[config.mk]
export PLATFORM = sky130hd
export DESIGN_NAME = calc_params_sequencer_flat
export DESIGN_NICKNAME = d
export VERILOG_FILES = /design/src/rtl/calc_seq_pkg.sv /design/src/rtl/calc_params_sequencer_if.sv /design/src/rtl/calc_params_sequencer_down_counter.sv /design/src/rtl/calc_params_sequencer.sv /design/src/flat_wrapper.sv
export SDC_FILE = /design/constraint.sdc
export NUM_CORES = 2
export LEC_CHECK = 0
export ABC_AREA = 1
export BUFFER_PORTS_ARGS = -buffer_cell sky130_fd_sc_hd__buf_2
export CORE_AREA = 2 2 761 763
export CTS_BUF_LIST = sky130_fd_sc_hd__clkbuf_16
export CTS_CLUSTER_DIAMETER = 80
export DETAILED_ROUTE_END_ITERATION = 6
export DIE_AREA = 0 0 763 765
export PLACE_DENSITY_LB_ADDON = 0.12
export SYNTH_ARGS = -nofsm -noshare
export SYNTH_HDL_FRONTEND = slang
export SYNTH_HIERARCHICAL = 1
export SYNTH_SLANG_ARGS = --single-unit
[constraint.sdc]
create_clock -name clk -period 5.6 [get_ports clk]
set_input_delay 0.84 -clock clk [delete_from_list [all_inputs] [get_ports clk]]
set_output_delay 0.84 -clock clk [all_outputs]
set_load 0.01 [all_outputs]
[src/rtl/calc_seq_pkg.sv]
// Shared types and defaults for the calculator sequencer: FSM states,
// default sizing and channel index names.
package calc_seq_pkg;

    localparam int W_DEF          = 32;
    localparam int NUM_PAR_DEF    = 5;
    localparam int NUM_CH_DEF     = 5;
    localparam int GAP_CYCLES_DEF = 20;
    localparam int TIMEOUT_DEF    = 4096;

    localparam int CH_X  = 0;
    localparam int CH_Y  = 1;
    localparam int CH_Z  = 2;
    localparam int CH_E0 = 3;
    localparam int CH_E1 = 4;

    typedef enum logic [2:0] {
        IDLE,
        SELECT,
        LAUNCH,
        WAIT,
        CAPTURE,
        GAP,
        DONE,
        ERROR
    } seq_state_t;

    function automatic int max2(input int a, input int b);
        return (a > b) ? a : b;
    endfunction

endpackage

[src/rtl/calc_params_sequencer_if.sv]
// Request/response link between the sequencer (master) and the shared
// parameter calculator (slave).
interface calc_params_sequencer_if
    import calc_seq_pkg::*;
#(
    parameter int W       = W_DEF,
    parameter int NUM_PAR = NUM_PAR_DEF
);

    logic                          calc_start;
    logic [NUM_PAR-1:0][W-1:0]     calc_params;
    logic                          calc_finish;
    logic [NUM_PAR-1:0][W-1:0]     calc_result;

    modport master (
        output calc_start,
        output calc_params,
        input  calc_finish,
        input  calc_result
    );

    modport slave (
        input  calc_start,
        input  calc_params,
        output calc_finish,
        output calc_result
    );

endinterface

[src/rtl/calc_params_sequencer_down_counter.sv]
// Loadable down counter with a zero flag; serves both the gap delay and
// the calculator timeout, which are never active at the same time.
module seq_down_counter #(
    parameter int CNT_W = 8
) (
    input  logic             clk,
    input  logic             reset,
    input  logic             load,
    input  logic             dec,
    input  logic [CNT_W-1:0] load_val,
    output logic             zero
);

    logic [CNT_W-1:0] cnt;

    always_ff @(posedge clk) begin
        if (reset) begin
            cnt <= '0;
        end else if (load) begin
            cnt <= load_val;
        end else if (dec && (cnt != '0)) begin
            cnt <= cnt - 1'b1;
        end
    end

    assign zero = (cnt == '0);

endmodule

[src/rtl/calc_params_sequencer.sv]
// Runs one shared speed/jerk/acc calculator over every enabled channel in
// turn, using a snapshot taken at start, and banks each result per channel.
module calc_params_sequencer
    import calc_seq_pkg::*;
#(
    parameter int W          = W_DEF,
    parameter int NUM_PAR    = NUM_PAR_DEF,
    parameter int NUM_CH     = NUM_CH_DEF,
    parameter int GAP_CYCLES = GAP_CYCLES_DEF,
    parameter int TIMEOUT    = TIMEOUT_DEF
) (
    input  logic                                  clk,
    input  logic                                  reset,
    input  logic                                  start,
    input  logic [NUM_CH-1:0]                     chan_en,
    input  logic [NUM_CH-1:0][NUM_PAR-1:0][W-1:0] params_in,
    calc_params_sequencer_if.master               calc,
    output logic [NUM_CH-1:0][NUM_PAR-1:0][W-1:0] new_params,
    output logic [NUM_CH-1:0]                     chan_done,
    output logic                                  busy,
    output logic                                  finish,
    output logic                                  timeout_err
);

    localparam int PTR_W = $clog2(NUM_CH + 1);
    localparam int CNT_W = $clog2(max2(TIMEOUT, GAP_CYCLES) + 1);
    localparam logic [CNT_W-1:0] TMO_LOAD = CNT_W'(TIMEOUT - 1);
    localparam logic [CNT_W-1:0] GAP_LOAD = CNT_W'((GAP_CYCLES > 0) ? GAP_CYCLES - 1 : 0);

    seq_state_t state, state_nxt;

    logic [PTR_W-1:0]                      ptr;
    logic [NUM_CH-1:0]                     snap_en;
    logic [NUM_CH-1:0][NUM_PAR-1:0][W-1:0] snap;
    logic [NUM_PAR-1:0][W-1:0]             calc_params_q;
    logic                                  calc_start_q;

    logic             snap_ld, skip, sel_ld, cap, clr_done;
    logic             cnt_ld, cnt_dec, cnt_zero;
    logic [CNT_W-1:0] cnt_val;

    seq_down_counter #(.CNT_W(CNT_W)) u_cnt (
        .clk      (clk),
        .reset    (reset),
        .load     (cnt_ld),
        .dec      (cnt_dec),
        .load_val (cnt_val),
        .zero     (cnt_zero)
    );

    always_ff @(posedge clk) begin
        if (reset) begin
            state <= IDLE;
        end else begin
            state <= state_nxt;
        end
    end

    // Dropping start overrides every other transition out of a non-idle state.
    always_comb begin
        state_nxt = state;
        snap_ld   = 1'b0;
        skip      = 1'b0;
        sel_ld    = 1'b0;
        cap       = 1'b0;
        clr_done  = 1'b0;
        cnt_ld    = 1'b0;
        cnt_dec   = 1'b0;
        cnt_val   = '0;
        if ((state != IDLE) && !start) begin
            state_nxt = IDLE;
            clr_done  = 1'b1;
        end else begin
            case (state)
                IDLE: begin
                    if (start) begin
                        snap_ld   = 1'b1;
                        state_nxt = SELECT;
                    end
                end
                SELECT: begin
                    if (ptr == PTR_W'(NUM_CH)) begin
                        state_nxt = DONE;
                    end else if (!snap_en[ptr]) begin
                        skip = 1'b1;
                    end else begin
                        sel_ld    = 1'b1;
                        state_nxt = LAUNCH;
                    end
                end
                LAUNCH: begin
                    // A finish still high from the previous channel must clear first.
                    if (!calc.calc_finish) begin
                        state_nxt = WAIT;
                        cnt_ld    = 1'b1;
                        cnt_val   = TMO_LOAD;
                    end
                end
                WAIT: begin
                    if (calc.calc_finish) begin
                        state_nxt = CAPTURE;
                    end else if (cnt_zero) begin
                        state_nxt = ERROR;
                    end else begin
                        cnt_dec = 1'b1;
                    end
                end
                CAPTURE: begin
                    cap = 1'b1;
                    if (GAP_CYCLES == 0) begin
                        state_nxt = SELECT;
                    end else begin
                        state_nxt = GAP;
                        cnt_ld    = 1'b1;
                        cnt_val   = GAP_LOAD;
                    end
                end
                GAP: begin
                    if (cnt_zero) begin
                        state_nxt = SELECT;
                    end else begin
                        cnt_dec = 1'b1;
                    end
                end
                DONE, ERROR: begin
                end
                default: begin
                    state_nxt = IDLE;
                end
            endcase
        end
    end

    always_ff @(posedge clk) begin
        if (reset) begin
            ptr           <= '0;
            snap_en       <= '0;
            snap          <= '0;
            calc_params_q <= '0;
            calc_start_q  <= 1'b0;
            new_params    <= '0;
            chan_done     <= '0;
        end else begin
            // Registered from the next state so calc_finish never reaches calc_start combinationally.
            calc_start_q <= (state_nxt == WAIT) || (state_nxt == CAPTURE);
            if (snap_ld) begin
                snap      <= params_in;
                snap_en   <= chan_en;
                ptr       <= '0;
                chan_done <= '0;
            end
            if (skip) begin
                chan_done[ptr] <= 1'b1;
                ptr            <= ptr + 1'b1;
            end
            if (sel_ld) begin
                calc_params_q <= snap[ptr];
            end
            if (cap) begin
                new_params[ptr] <= calc.calc_result;
                chan_done[ptr]  <= 1'b1;
                ptr             <= ptr + 1'b1;
            end
            if (clr_done) begin
                chan_done <= '0;
            end
        end
    end

    assign calc.calc_start  = calc_start_q;
    assign calc.calc_params = calc_params_q;

    assign busy        = (state != IDLE) && (state != DONE) && (state != ERROR);
    assign finish      = (state == DONE);
    assign timeout_err = (state == ERROR);

endmodule

[src/flat_wrapper.sv]
// flat-port wrapper written by rule: the top's interface ports become plain ports
module calc_params_sequencer_flat import calc_seq_pkg::*;
#(
    parameter int W          = W_DEF,
    parameter int NUM_PAR    = NUM_PAR_DEF,
    parameter int NUM_CH     = NUM_CH_DEF,
    parameter int GAP_CYCLES = GAP_CYCLES_DEF,
    parameter int TIMEOUT    = TIMEOUT_DEF
)
  (clk, reset, start, chan_en, params_in, new_params, chan_done, busy, finish, timeout_err, calc_calc_start, calc_calc_params, calc_calc_finish, calc_calc_result);
  calc_params_sequencer_if #(.W(W), .NUM_PAR(NUM_PAR)) calc_i ();
  input  logic clk;
  input  logic reset;
  input  logic start;
  input  logic [NUM_CH-1:0] chan_en;
  input  logic [NUM_CH-1:0][NUM_PAR-1:0][W-1:0] params_in;
  output logic [NUM_CH-1:0][NUM_PAR-1:0][W-1:0] new_params;
  output logic [NUM_CH-1:0] chan_done;
  output logic busy;
  output logic finish;
  output logic timeout_err;
  output wire logic [$bits(calc_i.calc_start)-1:0] calc_calc_start;
  output wire logic [$bits(calc_i.calc_params)-1:0] calc_calc_params;
  input wire logic [$bits(calc_i.calc_finish)-1:0] calc_calc_finish;
  input wire logic [$bits(calc_i.calc_result)-1:0] calc_calc_result;
  assign calc_calc_start = calc_i.calc_start;
  assign calc_calc_params = calc_i.calc_params;
  assign calc_i.calc_finish = calc_calc_finish;
  assign calc_i.calc_result = calc_calc_result;
  calc_params_sequencer #(.W(W), .NUM_PAR(NUM_PAR), .NUM_CH(NUM_CH), .GAP_CYCLES(GAP_CYCLES), .TIMEOUT(TIMEOUT)) u_core (.clk(clk), .reset(reset), .start(start), .chan_en(chan_en), .params_in(params_in), .calc(calc_i), .new_params(new_params), .chan_done(chan_done), .busy(busy), .finish(finish), .timeout_err(timeout_err));
endmodule
Yosys cells after proc, flatten, opt, wreduce, memory -nomap -nowiden
Index checks and enable logic that the tools add are counted.

Bits in registers: 1790. Bits of input ports: 969. Output and inout bits: 969. Word-level logic and storage cells: 145.

$add $sub $neg: 2. Order comparisons: 2. Equal/unequal tests: 12. Muxes and demuxes: 52. Bitwise logic cells: 2. Reductions and logical operators: 14.

Operators with widths (count): $bwmux 800 (1); $bmux 160 s3 (1); $demux 160 s3 (1); $mux 160 (2); $mux 13 (3); $mux 3 (11); $pmux 13 s2 (1); $mux 5 (5); $mux 1 (21); $eq 3x3->1 const B (6); $pmux 3 s6 (1); $logic_not 13->1 (1); $reduce_bool 13->1 (1); $sub 13x1->13 const B (1); $mux 12 (1); $or 5x5->5 (2); $eq 3x2->1 const B (3); $ne 3x3->1 const B (2); $reduce_bool 3->1 (2); $logic_and 1x1->1 (5); $lt 3x4->1 const B (1); $pmux 1 s2 (2); $add 3x1->3 const B (1); $bmux 1 s3 (1); 8 further kinds (8).

Logic depth before layout (Yosys ltp)
Depth after elaboration: 10. Gate-level depth with buffers: 14. Mapped depth without buffers: 14.

Hierarchy
Netlist, hierarchy kept.

By module, submodules not included: calc_params_sequencer (times used 1, cells each 8442, area an instance 65452.8 um^2, seq. area each 35574.1 um^2); seq_down_counter (times used 1, cells each 154, area an instance 944.7 um^2, seq. area each 260.2 um^2).

Worst setup path after synthesis
No wires, ideal clock.

Path type: input to register. Start: input port calc_calc_finish. End: register u_core.u_cnt.cnt[12]. Library setup time: 130 ps. Data arrival time: 2395 ps. Required time: 5470 ps. Path slack: 3075 ps. Cell stages on the path: 8. Path buffers: 1. Cell sequence: inv_1 -> nand4_1 -> o21ai_0 -> inv_1 -> buf_2 -> or2_2 -> nand3_1 -> a21oi_1.

Elaborated cells between the ends (all ways): 9. Those cells by class: mux: 7; reduce/logical: 2.

RTL lines: start, declared (line flat_wrapper.sv:24) `input wire logic [$bits(calc_i.calc_finish)-1:0] calc_calc_finish;`; $mux 1 (*) (line calc_params_sequencer.sv:93) `if (!calc.calc_finish) begin`; $pmux 1 s2 (*) (line calc_params_sequencer.sv:74) `case (state)`; $mux 1 (*) (line calc_params_sequencer.sv:70) `if ((state != IDLE) && !start) begin`; via u_core.cnt_ld (line calc_params_sequencer.sv:39) `logic cnt_ld, cnt_dec, cnt_zero;`; $mux 13 / $reduce_bool 2->1 (equally long branches); end signal, assigned (line calc_params_sequencer_down_counter.sv:20) `cnt <= load_val;`; end signal, assigned (line calc_params_sequencer_down_counter.sv:22) `cnt <= cnt - 1'b1;`; end, declared (line calc_params_sequencer_down_counter.sv:14) `logic [CNT_W-1:0] cnt;`.

The timed path passes the listed nets; every way through them passes the cells marked *. A chain may end at the register's enable or synchronous reset.

Worst setup path in the final report
Start: register u_core.ptr[0]. End: register, netlist name u_core/new_params[515].

Cells in the longest elaborated chain, start to end: 5. Elaborated cells between the ends (all ways): 6. Those cells by class: order compare: 2; mux: 3; reduce/logical: 1.

Ends and longest elaborated chain: start, declared (line calc_params_sequencer.sv:32) `logic [PTR_W-1:0] ptr;`; start signal, assigned (line calc_params_sequencer.sv:154) `ptr <= ptr + 1'b1;`; start signal, assigned (line calc_params_sequencer.sv:162) `ptr <= ptr + 1'b1;`; $lt 3x4->1 (not written as such) / $ge 3x1->1 (equally long branches) (line calc_params_sequencer.sv:160) `new_params[ptr] <= calc.calc_result;`; $logic_and 1x1->1 (not written as such) (line calc_params_sequencer.sv:160); $mux 160 (not written as such) (line calc_params_sequencer.sv:160); $demux 160 s3 (*); $bwmux 800 (*) (line calc_params_sequencer.sv:160).

Mark *: on every way between the ends. The rest lies on a longest branch, timed or not.

==> results.sh <==
export IMPL_ys_flop_type="dfxtp_1"
export IMPL_ctsHoldBuffers=0
export IMPL_critPathMaxFanout=60
export IMPL_netlist_area_mm2=0.0664
export IMPL_rows=279
export IMPL_grt_max_degree=153
export IMPL_hold_end="u_core/snap[215]"
export IMPL_routedWlPerCell_um=27.1
export IMPL_postRouteAntennaNets=0
export IMPL_async_flop_share=0
export IMPL_cts_sinks=1790
export IMPL_start_kind="register"
export IMPL_finalSetupViolations=0
export IMPL_die_x_um=763
export IMPL_rsz0062_at_grt="no"
export IMPL_fin_skew_ps=81.3
export IMPL_drc=0
export IMPL_reg2regPathDepth=6
export IMPL_placed_area_mm2=0.0843
export IMPL_r2r_end="u_core/new_params[515]"
export IMPL_antenna_found_initial=348
export IMPL_clockRootBuffer="clkbuf_16"
export IMPL_yosys_cell_types_count=36
export IMPL_ctsResizeCount=0
export IMPL_firstDrtPassIters=5
export IMPL_slew_headroom=0.243
export IMPL_max_freq_mhz=288
export IMPL_final_layout_size_suffix_gt1_frac=0.236
export IMPL_dpl_hpwl_mm=364
export IMPL_setup_ws_ps=2130
export IMPL_tns_ps=0
export IMPL_totalWireLength_mm=492
export IMPL_via_per_inst=3.69
export IMPL_ys_ff_latch=1790
export IMPL_drt_iter0_markers=3877
export IMPL_nNetsFinal=11201
export IMPL_grt_overflow_total=0
export IMPL_hold_violations=0
export IMPL_period_needed_ps=3470
export IMPL_path_class="reg -> reg"
export IMPL_die_area_mm2=0.584
export IMPL_cts_tree="yes"
export IMPL_hold_class="in -> reg"
export IMPL_port_buffers=1937
export IMPL_post_cts_setup_buffers=0
export IMPL_start_util=0.115
export IMPL_grt_pass1_vias=67142
export IMPL_dp_slack_ps=1640
export IMPL_synth_edff_count=0
export IMPL_numCtsBuffers=271
export IMPL_worst_slew_pin_slew_ps=1140
export IMPL_clock_path_buffers=4
export IMPL_cellLeakagePower_nw=40.4
export IMPL_cts_max_level=5
export IMPL_die_h_um=765
export IMPL_finalInstanceArea_mm2=0.0931
export IMPL_drv_slew=0
export IMPL_gr_usage_all_layers=0.160
export IMPL_ys_seq_area_frac=0.540
export IMPL_yosysWarnings=6
export IMPL_status="finished clean"
export IMPL_period_share=0.620
export IMPL_grt_pass1_wl_mm=640
export IMPL_r2r_setup_slack_ps=2130
export IMPL_vias=67069
export IMPL_p_per_area_mw_per_mm2=386
export IMPL_r2r_start="u_core/ptr[0]"
export IMPL_cap_violations=0
export IMPL_clkTransAtPathRegs_ps=60
export IMPL_min_from="params_in[215]"
export IMPL_clk_latency_ps=940
export IMPL_syn2layout_area_growth_pct=40.2
export IMPL_required_ps=6400
export IMPL_cp_end_kind="register"
export IMPL_gp_routability_congestion=0.802
export IMPL_peakVddDrop_uv=194
export IMPL_whs_path_depth=3
export IMPL_core_mm2=0.576
export IMPL_synth_cells=8596
export IMPL_arrival_ps=4270
export IMPL_synth_area_per_cell_um2=7.72
export IMPL_pin_count=1938
export IMPL_syn_nets=9569
==> cell usage after synthesis (3+ instances only) <==
cell / number / area [um2]
nand2_2: 5 / 31.3
a211oi_1: 28 / 210
inv_2: 12 / 45.0
nor3_1: 135 / 676
nor2_2: 7 / 43.8
inv_1: 577 / 2170
buf_2: 194 / 971
nand2_1: 569 / 2140
nand3_1: 330 / 1650
buf_1: 21 / 78.8
clkbuf_1: 481 / 1810
ha_1: 4 / 50.1
a21oi_1: 858 / 4290
nand4_1: 7 / 43.8
dfxtp_1: 1790 / 35800
nor2_4: 6 / 67.6
o21ai_0: 1335 / 6680
o22ai_1: 188 / 1180
xor2_1: 3 / 26.3
o221ai_1: 83 / 727
nor2_1: 1760 / 6610
o21ai_1: 184 / 921
==> sequential cells by signal, summed over array words and instances, names as in the netlist <==
register	cells
u_core/calc.calc_start	1
u_core/new_params	800
u_core/snap_en	5
u_core/calc.calc_params	160
u_core/chan_done	5
u_core/state	3
u_core/u_cnt/cnt	13
u_core/snap	800
u_core/ptr	3
==> cell type report <==
cell class / count / area, um2
repair buffers: 2059 / 11100
well taps: 7587 / 9490
diodes: 135 / 338
flip-flops and latches: 1790 / 35800
clock buffers: 273 / 6830
clock inverters: 204 / 1620
inverters: 591 / 2280
fillers: 66067 / 483000
multi-input cells: 5515 / 25500
==> layout by cell type, fill, tap and decap left out, types with 188 or more instances in the layout <==
master     count
a21oi_1      858
nor2_1      1760
o22ai_1      188
buf_2       1935
dfxtp_1     1790
nand2_1      567
o21ai_1      188
clkbuf_16    273
nand3_1      329
o21ai_0     1331
inv_1        625
==> power breakdown <==
part | leakage, nW | total (mW) | internal, mW | switching [mW]
registers | 14.6 | 14.1 | 13.7 | 0.408
clock network | 4.32 | 16.8 | 9.60 | 7.19
logic | 21.5 | 5.02 | 1.33 | 3.69
total | 40.4 | 35.9 | 24.6 | 11.3
==> worst max path at each step <==
| stage | startpoint | endpoint | slack, ps | depth (start not counted) |
|---|---|---|---|---|
| 2_1_floorplan | calc_calc_finish | u_core/u_cnt/cnt[12] | 3070 | 8 |
| 3_3_place_gp | start | u_core/new_params[540] | 1710 | 9 |
| 4_1_cts | u_core/ptr[0] | u_core/new_params[492] | 2050 | 6 |
| 3_5_place_dp | start | u_core/new_params[639] | 1640 | 9 |
| 5_1_grt | u_core/ptr[0] | u_core/new_params[490] | 1940 | 6 |
| 6_report | u_core/ptr[0] | u_core/new_params[515] | 2130 | 6 |
==> metal layers <==
layer | vias to the layer above | routed length [um] | track usage
met5 | - | 966 | 0
met4 | 162 | 19700 | 0.0630
met3 | 808 | 43400 | 0.0624
met2 | 2445 | 237000 | 0.275
met1 | 31681 | 190000 | 0.177
li1 | 31973 | - | -
==> metrics by stage <==
step / hold WS, ps / util / power (mW) / std cells
final: 178 / 0.162 / 35.9 / 18154
after global routing: 105 / 0.161 / 37.7 / 18089
after CTS: 37.9 / 0.161 / 36.9 / 18019
after detailed placement: 444 / 0.146 / 19.6 / 17542
after global placement: 444 / 0.146 / 19.6 / 17542
after floorplan: 429 / - / 16.7 / 8596
==> critical path, cell delays in order (launching register included) <==
cell and delay [ps]:
dfxtp_1 750, nand3_4 520, nor2_4 730, inv_8 360, buf_4 490, nor2_1 210, nor2_1 60
==> kinds of logic (layout without fill, tap and decap cells) <==
logic type,Yosys count,after routing,synth area share
AOI/OAI and AO/OA,2678,2678,0.211
xor gates and xnor gates,5,5,0.000660
adders and majority gates,4,4,0.000754
buffers and inverters,1291,3127,0.0769
DFF,1790,1790,0.540
other,1,136,0.0000565
and+or+nand+nor,2827,2827,0.171
Power figures use the tool's default switching activity.
